### src/rtl/l2_tag_mon_pkg.sv
// Shared types and defaults for the L2 tag latency monitor.
// Per-entry ages are stored in a fixed-width lat_t and saturate at the instance's LAT_W limit.
package l2_tag_mon_pkg;

    localparam int LAT_MAX_W         = 16;
    localparam int MAX_LAT_NORM_DEF  = 5;
    localparam int MAX_LAT_FLUSH_DEF = 7;

    typedef logic [LAT_MAX_W-1:0] lat_t;

    typedef struct packed {
        lat_t age;
        logic mode;
        logic flagged;
    } entry_t;

    function automatic lat_t age_inc(lat_t age, lat_t age_max);
        return (age >= age_max) ? age_max : age + lat_t'(1);
    endfunction

    // True when popping this entry now would give a latency above its bound.
    function automatic logic lat_exceeds(lat_t age, logic mode, int norm_bound, int flush_bound);
        return (int'(age) + 1) > (mode ? flush_bound : norm_bound);
    endfunction

endpackage

### src/rtl/lat_mon_chan.sv
// One channel of the latency monitor: in-order outstanding queue (head at index 0),
// per-entry ages and single-cycle error/pop pulses for the top to aggregate.
module lat_mon_chan
    import l2_tag_mon_pkg::*;
#(
    parameter int DEPTH         = 4,
    parameter int LAT_W         = 8,
    parameter int MAX_LAT_NORM  = MAX_LAT_NORM_DEF,
    parameter int MAX_LAT_FLUSH = MAX_LAT_FLUSH_DEF,
    parameter int CNT_W         = $clog2(DEPTH + 1)
) (
    input  logic             clk,
    input  logic             rst,
    input  logic             req_fire,
    input  logic             rsp_fire,
    input  logic             flush_active,
    output logic [CNT_W-1:0] outstanding,
    output logic             lat_evt,
    output logic [CNT_W-1:0] lat_evt_cnt,
    output logic             orphan_evt,
    output logic             overflow_evt,
    output logic             pop_vld,
    output logic [LAT_W-1:0] pop_lat
);

    localparam lat_t AGE_MAX = lat_t'((1 << LAT_W) - 1);

    entry_t           q    [DEPTH];
    entry_t           q_n  [DEPTH];
    entry_t           aged [DEPTH+1];
    logic [DEPTH-1:0] hit;
    logic [CNT_W-1:0] cnt;
    logic [CNT_W-1:0] cnt_n;
    logic [CNT_W-1:0] wr_idx;
    logic             full;
    logic             push;

    assign outstanding = cnt;

    always_comb begin
        full         = (cnt == CNT_W'(DEPTH));
        pop_vld      = rsp_fire && (cnt != '0);
        orphan_evt   = rsp_fire && (cnt == '0);
        push         = req_fire && (!full || pop_vld);
        overflow_evt = req_fire && full && !pop_vld;
        pop_lat      = LAT_W'(age_inc(q[0].age, AGE_MAX));

        // A popped head that has overrun its bound is still counted: it leaves
        // the queue this cycle, so it can never be counted twice.
        lat_evt_cnt  = '0;
        aged[DEPTH]  = '0;
        for (int i = 0; i < DEPTH; i++) begin
            hit[i] = (CNT_W'(i) < cnt) && !q[i].flagged &&
                     lat_exceeds(q[i].age, q[i].mode, MAX_LAT_NORM, MAX_LAT_FLUSH);
            lat_evt_cnt     = lat_evt_cnt + CNT_W'(hit[i]);
            aged[i]         = q[i];
            aged[i].age     = age_inc(q[i].age, AGE_MAX);
            aged[i].flagged = q[i].flagged | hit[i];
        end
        lat_evt = |hit;

        wr_idx = pop_vld ? cnt - CNT_W'(1) : cnt;
        cnt_n  = cnt + CNT_W'(push) - CNT_W'(pop_vld);
        for (int i = 0; i < DEPTH; i++) begin
            q_n[i] = pop_vld ? aged[i+1] : aged[i];
            if (push && (wr_idx == CNT_W'(i))) begin
                q_n[i] = '{age: '0, mode: flush_active, flagged: 1'b0};
            end
        end
    end

    always_ff @(posedge clk or posedge rst) begin
        if (rst) begin
            cnt <= '0;
            for (int i = 0; i < DEPTH; i++) q[i] <= '0;
        end else begin
            cnt <= cnt_n;
            for (int i = 0; i < DEPTH; i++) q[i] <= q_n[i];
        end
    end

endmodule

### src/rtl/l2_tag_lat_monitor.sv
// Multi-channel L2 tag request/response latency monitor: NUM_CH independent
// channel trackers, sticky per-channel errors, global violation count and max latency.
module l2_tag_lat_monitor
    import l2_tag_mon_pkg::*;
#(
    parameter int NUM_CH        = 2,
    parameter int DEPTH         = 4,
    parameter int LAT_W         = 8,
    parameter int MAX_LAT_NORM  = MAX_LAT_NORM_DEF,
    parameter int MAX_LAT_FLUSH = MAX_LAT_FLUSH_DEF
) (
    input  logic                                 clk,
    input  logic                                 rst,
    input  logic [NUM_CH-1:0]                    req_valid,
    input  logic [NUM_CH-1:0]                    req_ready,
    input  logic [NUM_CH-1:0]                    rsp_valid,
    input  logic [NUM_CH-1:0]                    rsp_ready,
    input  logic                                 flush_active,
    input  logic                                 clear,
    output logic [NUM_CH-1:0]                    err_latency,
    output logic [NUM_CH-1:0]                    err_orphan,
    output logic [NUM_CH-1:0]                    err_overflow,
    output logic [NUM_CH*$clog2(DEPTH+1)-1:0]    outstanding,
    output logic [15:0]                          violation_cnt,
    output logic [LAT_W-1:0]                     max_lat_seen
);

    localparam int CNT_W = $clog2(DEPTH + 1);

    logic [NUM_CH-1:0]            lat_evt;
    logic [NUM_CH-1:0]            orphan_evt;
    logic [NUM_CH-1:0]            overflow_evt;
    logic [NUM_CH-1:0]            pop_vld;
    logic [NUM_CH-1:0][CNT_W-1:0] lat_evt_cnt;
    logic [NUM_CH-1:0][LAT_W-1:0] pop_lat;

    int                           evt_sum;
    int                           viol_sum;
    logic [15:0]                  viol_n;
    logic [LAT_W-1:0]             max_n;

    for (genvar ch = 0; ch < NUM_CH; ch++) begin : g_chan
        lat_mon_chan #(
            .DEPTH         (DEPTH),
            .LAT_W         (LAT_W),
            .MAX_LAT_NORM  (MAX_LAT_NORM),
            .MAX_LAT_FLUSH (MAX_LAT_FLUSH),
            .CNT_W         (CNT_W)
        ) u_chan (
            .clk          (clk),
            .rst          (rst),
            .req_fire     (req_valid[ch] & req_ready[ch]),
            .rsp_fire     (rsp_valid[ch] & rsp_ready[ch]),
            .flush_active (flush_active),
            .outstanding  (outstanding[ch*CNT_W +: CNT_W]),
            .lat_evt      (lat_evt[ch]),
            .lat_evt_cnt  (lat_evt_cnt[ch]),
            .orphan_evt   (orphan_evt[ch]),
            .overflow_evt (overflow_evt[ch]),
            .pop_vld      (pop_vld[ch]),
            .pop_lat      (pop_lat[ch])
        );
    end

    always_comb begin
        evt_sum = 0;
        max_n   = max_lat_seen;
        for (int ch = 0; ch < NUM_CH; ch++) begin
            evt_sum = evt_sum + int'(lat_evt_cnt[ch]) + int'(orphan_evt[ch]) + int'(overflow_evt[ch]);
            if (pop_vld[ch] && (pop_lat[ch] > max_n)) max_n = pop_lat[ch];
        end
        viol_sum = int'(violation_cnt) + evt_sum;
        viol_n   = (viol_sum > 65535) ? 16'hFFFF : 16'(viol_sum);
    end

    always_ff @(posedge clk or posedge rst) begin
        if (rst) begin
            err_latency   <= '0;
            err_orphan    <= '0;
            err_overflow  <= '0;
            violation_cnt <= '0;
            max_lat_seen  <= '0;
        end else if (clear) begin
            err_latency   <= '0;
            err_orphan    <= '0;
            err_overflow  <= '0;
            violation_cnt <= '0;
            max_lat_seen  <= '0;
        end else begin
            err_latency   <= err_latency  | lat_evt;
            err_orphan    <= err_orphan   | orphan_evt;
            err_overflow  <= err_overflow | overflow_evt;
            violation_cnt <= viol_n;
            max_lat_seen  <= max_n;
        end
    end

endmodule

### config.mk
export PLATFORM = sky130hd
export DESIGN_NAME = l2_tag_lat_monitor
export DESIGN_NICKNAME = d
export VERILOG_FILES = /design/src/rtl/l2_tag_mon_pkg.sv /design/src/rtl/lat_mon_chan.sv /design/src/rtl/l2_tag_lat_monitor.sv
export SDC_FILE = /design/constraint.sdc
export NUM_CORES = 1
export LEC_CHECK = 0
export ABC_AREA = 0
export CAP_MARGIN = 20
export CORE_ASPECT_RATIO = 2
export CORE_UTILIZATION = 56
export DETAILED_ROUTE_END_ITERATION = 8
export PLACE_DENSITY = 0.78
export SYNTH_ARGS = -nofsm -noshare
export SYNTH_HDL_FRONTEND = slang
export SYNTH_SLANG_ARGS = --single-unit
### constraint.sdc
create_clock -name clk -period 6.12 [get_ports clk]
set_clock_uncertainty 0.1 [all_clocks]
set_input_delay 1.224 -clock clk [delete_from_list [all_inputs] [get_ports clk]]
set_output_delay 1.224 -clock clk [all_outputs]
set_load 0.02 [all_outputs]
==> impl_metrics.toml, run 1 <==
[place]
dp.cells = 1572
routabilityCongestion = 0.913
pre_cts_ws_ns = 0.0671
placed_area_um2 = 12200
io_buffers = 47
dp_hpwl_um = 20800

[timing]
slew_headroom_pct = 32.4
holdWs_ns = 0.421
worst_slew_pin_slew_ns = 1.01
fin_crit_sh_pct = 95.0
fin_ws_ns = 0.304
setup_viol = 0
max_freq_mhz = 172
fin_setup_tns_ns = 0
period_needed_ns = 5.82
finalHoldViolCount = 0
maxSlewViolCount = 0

[drt]
first_iter_violations = 364
postRouteAntennaNets = 0
wire_per_inst_um = 17.6
routed_wl_um = 28200
vias = 9689
first_pass_iters = 5
drc_errors = 0
routed_via_density = 6.03

[logic_synthesis]
yosys.area_share.xor_xnor_pct = 4.13
yosysWarnings = 0
synthSimpleGateAreaFrac_pct = 23.9
synth-seq-cells = 180
ys_top_cells_by_area = "dfrtp_1, ha_1, nor2_1, inv_1, a21oi_1"
ys.flop_type = "dfrtp_1"
yosys-mux-area-fraction_pct = 2.10
synthAdderAreaFrac_pct = 8.36
syn_area_per_cell_um2 = 9.08
synth_edf_count = 0
yosysUniqueCellTypes = 88
synthArstFlopShare_pct = 100
yosysTopAreaCellShare_pct = 40.1
netlist_area_um2 = 11200
synth_top_family_by_area = "simple AND/OR/NAND/NOR gates"
ys_seq_area_share_pct = 40.1
synth_top_area_cell = "dfrtp_1"
synthCells = 1236
synth-compound-area-share_pct = 16.3

[finish]
syn2layout_area_growth_pct = 15.0
final_net_count = 1416
final_util_pct = 66.3
fin_area_um2 = 12900
final_layout_size_suffix_gt1_share_pct = 8.01
num_antenna_cells = 0
fin_cells = 1607

[floorplanning]
core_region_area_um2 = 19500
dieWidth_um = 102
row_count = 72
dieHeight_um = 202
dieArea_um2 = 20700
ioPinCount = 48
start_util_pct = 57.7

[worst_setup_path]
startpoint_type = "flop"
required_ns = 6.35
slowest_stage = "fa_1"
crit-reg2reg-launch = "g_chan[0].u_chan.q[38]$_DFF_PP0_"
cp.arrival_ns = 6.04
critical_path_class = "reg2reg"
max_stage_delay_ns = 0.54
crit_chain = "ha_2 -> ha_1 -> inv_1 -> o22ai_1 -> o211a_1 -> o31a_1 -> a2111oi_4 -> inv_1 -> ha_4 -> fa_1 -> inv_1 -> fa_1 -> fa_1 -> fa_2 -> inv_1 -> fa_2 -> a21o_1 -> a21oi_2 -> nor2b_2 -> o211ai_1 -> buf_4 -> nand2_1 -> mux2i_1 -> nor2_1"
critPathLaunch = "g_chan[0].u_chan.q[38]$_DFF_PP0_"
cp_max_fo = 5
crit_buf_inv = 5
end_kind = "flop"
path_delay_family = "adder cells"
cp_common_cell = "inv_1"

[clocking]
cts.sinks = 180
numCtsBuffers = 17
cts_tree = "yes"
clk_pin_slew_ns = 0.07
clock_latency_ns = 0.44
cts_buffer_depth = 2
cts_max_level = 4
cts_root_buf = "clkbuf_16"

[global_routing]
track_usage_pct = 29.2
grt_pass1_wl_um = 46400
grt_overflow = 0
grt_pass1_vias = 9716
grt_max_degree = 181
antenna_found_initial = 0

[flow_run]
maxCapViolCount = 0

[run_status]
status = "completed"

[power_and_ir_drop]
leakage_nw = 5.57
peakVddDrop_mv = 0.285
power.total_mw = 4.84
power_density_nw_per_um2 = 375

[hold_path]
hold_start = "err_orphan[0]$_DFF_PP0_"
hp-class = "reg2reg"
[worst reg2reg max path, delay by kind of cell, from the launching register on]
kind	cells	cell delay [ns]
AO/OA/AOI/OAI	7	1.52
buffers and inverters	5	0.48
multiplexers	1	0.13
adder cells (fa/ha/maj)	8	2.89
AND/OR/NAND/NOR	3	0.20
flip-flops	1	0.38
[report_power, final]
| part | switching (mW) | total (mW) | internal [mW] |
|---|---|---|---|
| combinational | 1.21 | 2.10 | 0.883 |
| sequential | 0.244 | 1.62 | 1.37 |
| clock | 0.483 | 1.13 | 0.645 |
[per-layer routing]
layer  track usage, %  vias to the layer above  routed length, µm
li1                 -                     4642                  -
met2             55.1                      250              16300
met3             4.56                       93                895
met4             17.7                        0               1300
met1             28.5                     4704               9710
met5                0                        -                  0
[cell usage after synthesis (4+ instances only)]
cell      instances
mux2i_1          19
dfrtp_1         180
nor2_1          115
nand3b_1          8
xnor2_1          27
a21oi_1          62
nand2_1          77
a31oi_1          16
and4_1           14
a311oi_1         13
and3_1           26
a211oi_1         31
o211ai_1          4
o21ai_0          37
nand2b_1         16
nand4b_1          7
nand3_1          58
or2_2             9
o21a_1           13
a31o_2            6
or4_1             6
nor4_1           20
fa_1             10
inv_1            83
buf_2            13
a221oi_1          9
or2_1             4
nand4_1          36
and2_1           11
o22ai_1          13
ha_1             59
nor3b_1           6
clkbuf_1         36
a21o_1            9
o31ai_1           4
xor2_1           26
nor2b_1          13
o21bai_1          4
or3_1            15
nor3_1           54
[kinds of logic (layout without fill, tap and decap cells)]
kind of cell               count (synthesis)  in the layout
DFF                                      180            180
adders and majority gates                 69             69
xor gates and xnor gates                  53             53
buffers and inverters                    139            188
other                                      1             64
AOI/OAI and AO/OA                        263            263
muxes                                     23             23
and+or+nand+nor                          508            508
[registers in the layout (all words and copies together) (netlist names)]
| register | flops |
|---|---|
| g_chan.u_chan.q | 136 |
| err_overflow | 2 |
| violation_cnt | 16 |
| err_latency | 2 |
| max_lat_seen | 8 |
| err_orphan | 2 |
| g_chan.u_chan.aged | 8 |
| g_chan.u_chan.outstanding | 6 |
[final cells by class]
class                           instances  area, µm²
Clock inverter                         15        181
Tap cell                              259        324
Timing Repair Buffer                   71        681
Sequential cell                       180       4500
Inverter                               85        323
Multi-Input combinational cell        980       6470
Clock buffer                           17        425
Fill cell                            1660       6550
[timing repair]
action | 4_1_cts | 5_1_grt
buffers inserted | 0 | 1
gates resized for setup | 0 | 20
hold buffers | 0 | 0
setup endpoints to repair | 0 | 16
[cell usage in the layout, fill, tap and decap left out, drive strengths merged, types with 6 or more instances in the layout]
cell           instances
a211oi                31
a31o                   7
nand3                 58
a31oi                 17
a311oi                15
nand2                 77
buf                   24
or3                   16
nand2b                16
xor2                  26
inv                   86
nand3b                 8
clkbuf                17
and2                  12
nor3                  54
nand4                 38
or2                   14
mux2i                 19
clkdlybuf4s50         47
a21oi                 63
a21o                   9
or4                    7
nand4b                 7
nor2                 115
a221oi                 9
clkinv                 6
nor4                  22
nor3b                  6
xnor2                 27
o21ai                 40
dfrtp                180
o21a                  13
and3                  26
nor2b                 13
and4                  14
fa                    10
conb                  64
ha                    59
o22ai                 14
[worst paths after layout]
| check | end | slack, ns | cells past startpoint |
|---|---|---|---|
| setup reg to reg | violation_cnt[11]$_DFF_PP0_ | 0.30 | 24 |
| max in group asynchronous | violation_cnt[14]$_DFF_PP0_ | 3.85 | 3 |
| hold / removal | err_orphan[0]$_DFF_PP0_ | 0.42 | 2 |
| setup / recovery | violation_cnt[11]$_DFF_PP0_ | 0.30 | 24 |
| hold reg to reg | err_orphan[0]$_DFF_PP0_ | 0.42 | 2 |
| min in group asynchronous | g_chan[0].u_chan.q[69]$_DFF_PP0_ | 1.28 | 3 |
Power figures use the tool's default switching activity.
==> run 2, diff against run 1 <==
ABC_AREA = 1   (was 0)
==> impl_metrics.toml, run 2 <==
[worst_setup_path]
required_ns = 6.37
path_delay_family = "adder cells"
cp_max_fo = 8
startpoint_type = "flop"
rrSetupSlack_ns = 0.51
rr_endpoint = "violation_cnt[4]$_DFF_PP0_"
critical_path_class = "reg2reg"
crit_buf_inv = 3
rr_worst_depth = 26
end_kind = "flop"
max_stage_delay_ns = 0.52
slowest_stage = "fa_1"
crit-reg2reg-launch = "g_chan[0].u_chan.q[38]$_DFF_PP0_"
cp.arrival_ns = 5.86
cp_common_cell = "fa_1"

[drt]
vias = 10748
first_pass_iters = 5
first_iter_violations = 523
postRouteAntennaNets = 0
drc_errors = 0
wire_per_inst_um = 14.4
routed_wl_um = 29100
routed_via_density = 5.33

[flow_run]
maxCapViolCount = 0

[logic_synthesis]
netlist_area_um2 = 11700
ys_seq_area_share_pct = 38.5
synth_commonest_cells = "nand2_1, nor2_1, inv_1"
yosysTopAreaCellShare_pct = 38.5
synth_edf_count = 0
syn_area_per_cell_um2 = 7.23
ys.flop_type = "dfrtp_1"
yosysWarnings = 0
yosysUniqueCellTypes = 44
synthArstFlopShare_pct = 100
synthCells = 1618
synth-seq-cells = 180
synth_top_area_cell = "dfrtp_1"
ys_top_cells_by_area = "dfrtp_1, nand2_1, nor2_1, inv_1, nand3_1"
synth.most_common_cell = "nand2_1"

[clocking]
cts_max_level = 4
clk_pin_slew_ns = 0.07
cts_buffer_depth = 2
numCtsBuffers = 17
cts.sinks = 180
cts_root_buf = "clkbuf_16"
cts_tree = "yes"
clock_latency_ns = 0.44

[timing]
period_needed_ns = 5.61
fin_setup_tns_ns = 0
max_freq_mhz = 178
fin_crit_sh_pct = 91.7
worst_slew_pin_slew_ns = 0.960
maxSlewViolCount = 0
finalHoldViolCount = 0
holdWs_ns = 0.403
setup_viol = 0
slew_headroom_pct = 36.0
rsz0062_at_grt = "false"

[place]
routabilityCongestion = 0.916
io_buffers = 47
dp_hpwl_um = 22800

[power_and_ir_drop]
leakage_nw = 6.94
peakVddDrop_mv = 0.299
power_density_nw_per_um2 = 383

[hold_path]
hold_depth = 2
hold_start = "g_chan[1].u_chan.aged[19]$_DFFE_PP0P_"
hp-class = "reg2reg"
hold_path_end = "g_chan[1].u_chan.aged[37]$_DFFE_PP0P_"

[global_routing]
grt_max_degree = 181
grt_overflow = 0
grt_pass1_wl_um = 48600
antenna_found_initial = 0
track_usage_pct = 28.8
grt_pass1_vias = 10808

[run_status]
status = "completed"

[finish]
top_regs = "g_chan.u_chan.q: 136 flops, violation_cnt: 16 flops"
final_net_count = 1819
final_cell_mix = "nand2_1, nor2_1, inv_1"
final_layout_size_suffix_gt1_share_pct = 4.35
final_util_pct = 65.3
final_common_cell = "nand2_1"
syn2layout_area_growth_pct = 14.3
nFillCells = 1792
num_antenna_cells = 0
regMostFlops = "g_chan.u_chan.q"
largest_reg_flops = 136

[floorplanning]
dieWidth_um = 104
start_util_pct = 57.1
row_count = 74
core_region_area_um2 = 20500
ioPinCount = 48
dieHeight_um = 206
dieArea_um2 = 21500
-- run 2: routing by layer --
layer  routed length [µm]  GRT usage (%)  part of all wire (%)  vias up
li1                     -              -                     -     5377
met1                 9920           25.1                    34     5077
met2                17100           60.1                    59      199
met3                  631           4.04                   2.2       95
met4                 1420           16.8                   4.9        0
met5                    0              0                     0        -
-- run 2: metrics by stage --
step | cells | power, mW | area (µm²) | setup slack [ns]
3_5_place_dp | 1983 | 3.93 | 12700 | 0.364
5_1_grt | 2015 | 5.58 | 13400 | 0.0281
3_3_place_gp | 1983 | 3.87 | 12700 | 0.549
2_1_floorplan | 1681 | 3.30 | 11900 | 0.932
6_report | 2015 | 5.12 | 13400 | 0.510
4_1_cts | 2013 | 5.13 | 13300 | 0.341
-- run 2: report_power, final --
| part | leakage, nW | internal [mW] | switching, mW |
|---|---|---|---|
| Combinational | 4.62 | 0.852 | 1.47 |
| Sequential | 2.02 | 1.40 | 0.215 |
| Clock | 0.300 | 0.722 | 0.464 |
-- run 2: kinds of logic after synthesis --
logic type | Yosys count | share of synthesized area, %
and+or+nand+nor | 896 | 32.9
buffers and inverters | 255 | 8.35
DFF | 180 | 38.5
AOI/OAI and AO/OA | 168 | 8.55
adders and majority gates | 69 | 8.02
xor gates and xnor gates | 49 | 3.67
other | 1 | 0.0321
-- run 2: how the worst max path moves through the flow --
stage | from | endpoint | depth (start not counted)
after floorplan | g_chan[0].u_chan.q[38]$_DFF_PP0_ | violation_cnt[11]$_DFF_PP0_ | 27
after global placement | g_chan[0].u_chan.q[38]$_DFF_PP0_ | violation_cnt[14]$_DFF_PP0_ | 28
after detailed placement | g_chan[0].u_chan.q[38]$_DFF_PP0_ | violation_cnt[12]$_DFF_PP0_ | 26
after CTS | g_chan[0].u_chan.q[38]$_DFF_PP0_ | violation_cnt[12]$_DFF_PP0_ | 26
after global routing | g_chan[0].u_chan.q[38]$_DFF_PP0_ | violation_cnt[14]$_DFF_PP0_ | 27
final | g_chan[0].u_chan.q[38]$_DFF_PP0_ | violation_cnt[4]$_DFF_PP0_ | 26
-- run 2: area by class of cell --
type / instances / area (µm²) / share of cell area [%]
Inverter: 242 / 912 / 6.83
Sequential cell: 180 / 4500 / 33.7
Tap cell: 266 / 333 / 2.49
Timing Repair Buffer: 50 / 505 / 3.78
Clock inverter: 12 / 206 / 1.54
Multi-Input combinational cell: 1247 / 6470 / 48.4
Clock buffer: 18 / 429 / 3.21
-- run 2: what timing repair did --
item | 4_1_cts | 5_1_grt
gates resized for setup | 0 | 2
hold buffers | 0 | 0
endpoints found under the setup margin | 0 | 16
buffers inserted | 0 | 1
-- run 2: worst min-delay path, cell delays in order, from the launching register on --
cell      delay, ns
dfrtp_1        0.35
nand2_1        0.06
o221ai_1       0.06
